### src/rtl/lsu_sequencer.sv
// MEM-stage load/store sequencer: one req/ack bus transaction at a time, with lane steering and load formatting.
// Optional MISALIGN_TRAP_EN: fault misaligned half/word accesses instead of silently aligning them down.
module lsu_sequencer #(
    parameter int unsigned TIMEOUT_CYCLES = 16,
    parameter int unsigned TO_W           = 8
) (
    input  logic        clk,
    input  logic        rst,
    input  logic        ex_mem_read,
    input  logic        ex_mem_write,
    input  logic [2:0]  ex_funct3,
    input  logic [31:0] ex_addr,
    input  logic [31:0] ex_wdata,
    output logic        stall,
    output logic [31:0] load_data,
    output logic        load_valid,
    output logic        access_fault,
    output logic        bus_req,
    output logic        bus_we,
    output logic [31:0] bus_addr,
    output logic [31:0] bus_wdata,
    output logic [3:0]  bus_be,
    input  logic        bus_ack,
    input  logic [31:0] bus_rdata,
    input  logic        bus_err
);

    localparam logic [TO_W-1:0] TO_LAST = TO_W'(TIMEOUT_CYCLES == 0 ? 0 : TIMEOUT_CYCLES - 1);

    typedef enum logic [1:0] {IDLE, BUSY, RESP} state_t;

    state_t          state;
    logic [TO_W-1:0] to_cnt;
    logic            rd_q;
    logic [2:0]      f3_q;
    logic [1:0]      off_q;

    logic            req_c;
    logic            rd_c;
    logic            bad_f3_c;
    logic            misalign_c;
    logic            reject_c;
    logic            to_hit_c;
    logic [3:0]      be_c;
    logic [31:0]     wdata_c;

    // Sign/zero-extend the addressed byte or half of a returned word.
    function automatic logic [31:0] fmt_load(input logic [2:0] f3, input logic [1:0] off,
                                             input logic [31:0] d);
        logic [7:0]  b;
        logic [15:0] h;
        b = d[8*off +: 8];
        h = off[1] ? d[31:16] : d[15:0];
        case (f3[1:0])
            2'b00:   fmt_load = f3[2] ? {24'h0, b} : {{24{b[7]}}, b};
            2'b01:   fmt_load = f3[2] ? {16'h0, h} : {{16{h[15]}}, h};
            default: fmt_load = d;
        endcase
    endfunction

    // Request decode and lane steering; a simultaneous read+write is a read.
    always_comb begin
        req_c      = ex_mem_read | ex_mem_write;
        rd_c       = ex_mem_read;
        bad_f3_c   = 1'b0;
        misalign_c = 1'b0;
        be_c       = 4'hF;
        wdata_c    = ex_wdata;

        if (rd_c)
            bad_f3_c = (ex_funct3 == 3'b011) || (ex_funct3[2:1] == 2'b11);
        else
            bad_f3_c = (ex_funct3 == 3'b011) || ex_funct3[2];

`ifdef MISALIGN_TRAP_EN
        misalign_c = ((ex_funct3[1:0] == 2'b01) && ex_addr[0]) ||
                     ((ex_funct3[1:0] == 2'b10) && (ex_addr[1:0] != 2'b00));
`else
        misalign_c = 1'b0;
`endif

        case (ex_funct3[1:0])
            2'b00: begin
                be_c    = 4'b0001 << ex_addr[1:0];
                wdata_c = {4{ex_wdata[7:0]}};
            end
            2'b01: begin
                be_c    = ex_addr[1] ? 4'b1100 : 4'b0011;
                wdata_c = {2{ex_wdata[15:0]}};
            end
            default: begin
                be_c    = 4'hF;
                wdata_c = ex_wdata;
            end
        endcase

        if (rd_c) begin
            be_c    = 4'hF;
            wdata_c = 32'h0;
        end

        reject_c = bad_f3_c | misalign_c;
        to_hit_c = (TIMEOUT_CYCLES != 0) && (to_cnt == TO_LAST);
    end

    // The completing instruction advances in RESP, so only the accept cycle and BUSY hold the pipe.
    assign stall = ~rst & (((state == IDLE) & req_c) | (state == BUSY));

    always_ff @(posedge clk or posedge rst) begin
        if (rst) begin
            state        <= IDLE;
            to_cnt       <= '0;
            rd_q         <= 1'b0;
            f3_q         <= 3'b0;
            off_q        <= 2'b0;
            load_data    <= 32'h0;
            load_valid   <= 1'b0;
            access_fault <= 1'b0;
            bus_req      <= 1'b0;
            bus_we       <= 1'b0;
            bus_addr     <= 32'h0;
            bus_wdata    <= 32'h0;
            bus_be       <= 4'h0;
        end else begin
            case (state)
                IDLE: begin
                    load_valid   <= 1'b0;
                    access_fault <= 1'b0;
                    if (req_c) begin
                        rd_q   <= rd_c;
                        f3_q   <= ex_funct3;
                        off_q  <= ex_addr[1:0];
                        to_cnt <= '0;
                        if (reject_c) begin
                            state        <= RESP;
                            access_fault <= 1'b1;
                        end else begin
                            state     <= BUSY;
                            bus_req   <= 1'b1;
                            bus_we    <= ~rd_c;
                            bus_addr  <= {ex_addr[31:2], 2'b00};
                            bus_wdata <= wdata_c;
                            bus_be    <= be_c;
                        end
                    end
                end
                BUSY: begin
                    to_cnt <= to_cnt + TO_W'(1);
                    if (bus_err) begin
                        state        <= RESP;
                        bus_req      <= 1'b0;
                        access_fault <= 1'b1;
                    end else if (bus_ack) begin
                        state   <= RESP;
                        bus_req <= 1'b0;
                        if (rd_q) begin
                            load_valid <= 1'b1;
                            load_data  <= fmt_load(f3_q, off_q, bus_rdata);
                        end
                    end else if (to_hit_c) begin
                        state        <= RESP;
                        bus_req      <= 1'b0;
                        access_fault <= 1'b1;
                    end
                end
                RESP: begin
                    load_valid   <= 1'b0;
                    access_fault <= 1'b0;
                    state        <= IDLE;
                end
                default: state <= IDLE;
            endcase
        end
    end

endmodule

### config.mk
export PLATFORM = sky130hd
export DESIGN_NAME = lsu_sequencer
export DESIGN_NICKNAME = d
export VERILOG_FILES = /design/src/rtl/lsu_sequencer.sv
export SDC_FILE = /design/constraint.sdc
export NUM_CORES = 1
export LEC_CHECK = 0
export BUFFER_PORTS_ARGS = -buffer_cell sky130_fd_sc_hd__buf_2
export CAP_MARGIN = 20
export CORE_MARGIN = 4
export CORE_UTILIZATION = 51
export CTS_BUF_LIST = sky130_fd_sc_hd__clkbuf_8
export CTS_CLUSTER_DIAMETER = 120
export DETAILED_ROUTE_END_ITERATION = 10
export HOLD_SLACK_MARGIN = 0.08
export PLACE_DENSITY = 0.84
export SLEW_MARGIN = 10
export SYNTH_ARGS = -nofsm -noshare
export SYNTH_HDL_FRONTEND = slang
export SYNTH_SLANG_ARGS = --single-unit
### constraint.sdc
create_clock -name clk -period 4 [get_ports clk]
set_input_delay 0 -clock clk [delete_from_list [all_inputs] [get_ports clk]]
set_output_delay 0 -clock clk [all_outputs]
set_load 0.01 [all_outputs]
==> flow_metrics.py <==
metrics = {
    "status": {
        "status": "finished, final reports clean",
    },
    "setup_path": {
        "crit_cells": 7,
        "rr_endpoint": "load_data[1]",
        "r2r_slack_ns": 0.96,
        "crit_path_max_incr_delay_ns": 0.57,
        "end_kind": "flip-flop",
        "crit_path_start_kind": "flip-flop",
        "worstSetupPathType": "reg2reg",
        "crit_path_cell_trace": "inv_1, ha_1, nand4b_2, buf_4, nor3_1, a211oi_1, dlygate4sd3_1",
        "reg2regPathDepth": 7,
        "cp.arrival_ns": 3.36,
        "cp_slowest_cell": "dlygate4sd3_1",
        "worstPathRequired_ns": 4.32,
        "cp.buffers_inverters": 3,
        "critPathTopFamily": "buffers and inverters",
        "path_max_fanout": 22,
        "worstReg2RegStart": "state[1]",
    },
    "yosys": {
        "yosysSeqAreaShare_pct": 52.17,
        "ys_warn_count": 0,
        "synth_area_mm2": 0.005660,
        "synth-async-reset-ratio_pct": 100.0,
        "synth_cell_types": 52,
        "synth_flop_cell": "dfrtp_1",
        "syn_area_per_cell_um2": 10.20,
        "synth_edf_count": 0,
        "postSynthCellCount": 555,
        "synth-seq-cells": 118,
    },
    "sta": {
        "slew_headroom_pct": 29.93,
        "clock.fmax_ghz": 0.3294,
        "report.final.slew_viol_count": 0,
        "fin_crit_sh_pct": 75.91,
        "setup_viol": 0,
        "rsz0062_at_grt": "no",
        "tns_ns": 0,
        "min_period_ns": 3.036,
        "finClkSkew_ns": 0.009892,
        "timing.final.hold_violations": 0,
        "tightest_slew_ns": 1.051,
    },
    "clocking": {
        "cts_tree": "done",
        "htreeDepth": 4,
        "clock_path_buffers": 2,
        "clk_pin_slew_ns": 0.07,
        "cts.sinks": 118,
        "clock_latency_ns": 0.44,
        "root_buffer": "clkbuf_8",
        "cts_made_buffers": 17,
        "cts_setup_buffers": 0,
    },
    "layout": {
        "num-fill-cells": 635,
        "drive_gt1_share_pct": 34.05,
        "syn2layout_area_growth_pct": 49.14,
        "final_cell_area_mm2": 0.008442,
        "multi_input_area_mm2": 0.002435,
        "seqCellArea_mm2": 0.002953,
        "nNetsFinal": 975,
    },
    "detailed_routing": {
        "wl_met1_um": 7118,
        "ant_nets": 0,
        "drt-total-wl_um": 19230,
        "wl_met2_um": 9301,
        "viasPerCell": 5.584,
        "top_layer_used": "met4",
        "drcViolationCount": 0,
        "wl_met3_um": 2068,
        "drt_iter0_drc": 459,
        "vias": 5696,
        "post_drt_wl_per_cell_um": 18.86,
        "drt_first_pass_iters": 5,
    },
    "grt": {
        "grt_pass1_vias": 6119,
        "globalRouteTotalUtil_pct": 30.61,
        "antenna_found_initial": 1,
        "grt_pass1_wl_um": 30920,
        "grt_max_degree": 89,
        "grt.overflow.total": 0,
    },
    "floorplanning": {
        "rows": 38,
        "start_util_pct": 52.22,
        "ios": 210,
        "core_mm2": 0.01084,
        "dieHeight_um": 113.4,
        "die-area_mm2": 0.01285,
        "die_w_um": 113.4,
    },
    "place": {
        "hpwl_um": 11360,
        "routabilityCongestion": 0.8829,
        "io_buffers": 207,
        "place_area_mm2": 0.006699,
    },
    "power_and_ir_drop": {
        "p_clk_share_pct": 25.2,
        "power_per_cell_area_mw_per_mm2": 654.4,
        "p_int_w": 0.003549,
        "power_frac_seq_pct": 36.7,
        "combPwrFrac_pct": 38.1,
        "cellLeakagePower_nw": 4.217,
        "switching_share_pct": 35.75,
        "vdd_drop_max_uv": 405.4,
        "p_switching_w": 0.001975,
    },
    "min_path": {
        "hp-class": "in2async",
    },
    "run": {
        "maxCapViolCount": 0,
    },
}
==> metal layers <==
layer,global-route usage (%),up-vias
met3,10.86,71
li1,-,2569
met5,0,-
met1,35.76,2683
met4,14.34,0
met2,50.51,373
==> final cells by class <==
cell class,instances,share of cell area (%)
inverters,18,0.8300
clock inverters,8,2.238
repair buffers,331,27.06
clock buffers,24,3.913
well taps,140,2.075
diodes,2,0.05929
multi-input cells,379,28.84
flip-flops and latches,118,34.98
==> sequential cells by signal, indices dropped and copies added (netlist names), 2 cells and up <==
name	cells
bus_wdata	32
load_data	32
bus_addr	30
to_cnt	8
bus_be	4
f3_q	3
off_q	2
state	2
==> power groups by stage <==
| stage | Combinational (W) | Sequential [W] | Clock [W] |
|---|---|---|---|
| finish | 0.00211 | 0.00203 | 0.00139 |
| global route | 0.00230 | 0.00208 | 0.00146 |
| CTS | 0.00206 | 0.00200 | 0.00141 |
| detailed placement | 0.00189 | 0.00201 | 0 |
| global placement | 0.00182 | 0.00199 | 0 |
| floorplan | 0.00104 | 0.00212 | 0 |
==> cell families after synthesis <==
family | after synthesis | synth area share, %
flip-flops | 118 | 52.17
buffers and inverters | 59 | 5.084
XOR/XNOR | 4 | 0.6189
AND/OR/NAND/NOR | 178 | 14.17
AO/OA/AOI/OAI | 130 | 15.21
other | 1 | 0.06625
adder cells (fa/ha/maj) | 5 | 1.105
multiplexers | 60 | 11.58
==> per-stage QoR <==
step | total power [W] | setup slack [ns] | util (%) | std cells | hold WS, ns
5_1_grt | 0.005837 | 0.7871 | 77.85 | 1019 | 0.1293
6_report | 0.005524 | 0.9637 | 77.87 | 1020 | 0.1262
4_1_cts | 0.005467 | 1.028 | 77.57 | 1017 | 0.1920
2_1_floorplan | 0.003158 | 0.8709 | - | 556 | 0.04409
3_5_place_dp | 0.003893 | 1.315 | 61.80 | 866 | 0.2371
3_3_place_gp | 0.003808 | 1.449 | 61.80 | 866 | 0.2317
==> layout by cell type, fill, tap and decap left out, types with 14 or more instances in the layout <==
master and count:
nor3_1 14, inv_1 18, clkbuf_8 24, nand2_1 82, mux2i_1 25, a21oi_1 43, dfrtp_1 118, nor2_1 32
nand3_1 35, mux2_2 34, buf_2 207, o21ai_0 32, dlygate4sd3_1 119
==> what timing repair did <==
| item | CTS | global route |
|---|---|---|
| hold endpoints to repair | 194 | 0 |
| hold buffers | 119 | 0 |
| resized for setup | 0 | 0 |
==> Yosys cell counts, types with 2 or more instances <==
master / instances / area, um^2
inv_1: 18 / 67.56
o21ai_0: 32 / 160.2
clkbuf_1: 18 / 67.56
nand4b_2: 2 / 30.03
nand3_1: 35 / 175.2
nor3_1: 14 / 70.07
a211oi_1: 9 / 67.56
buf_4: 5 / 37.54
buf_2: 13 / 65.06
mux2i_1: 25 / 250.2
a31o_2: 7 / 61.31
o21bai_1: 2 / 15.01
nor2b_1: 2 / 12.51
mux2_2: 34 / 382.9
ha_1: 5 / 62.56
a2bb2oi_1: 4 / 35.03
o31ai_1: 9 / 67.56
nor2_1: 32 / 120.1
nand2_1: 82 / 307.8
nand2b_1: 2 / 12.51
buf_6: 4 / 45.04
a21oi_1: 43 / 215.2
a22o_1: 9 / 78.83
xnor2_1: 4 / 35.03
dfrtp_1: 118 / 2953
==> worst max-delay path by stage <==
stage	from	to	slack, ns
floorplan	rst	access_fault	0.87
global route	state[1]	load_data[0]	0.79
global placement	state[1]	load_data[17]	1.45
CTS	state[1]	load_data[1]	1.03
detailed placement	state[1]	load_data[19]	1.32
finish	state[1]	load_data[1]	0.96
==> worst min-delay path, stage by stage <==
cell and delay, ns:
dlygate4sd3_1 0.54, buf_2 0.15, inv_4 0.28
(Power assumes the default switching activity.)
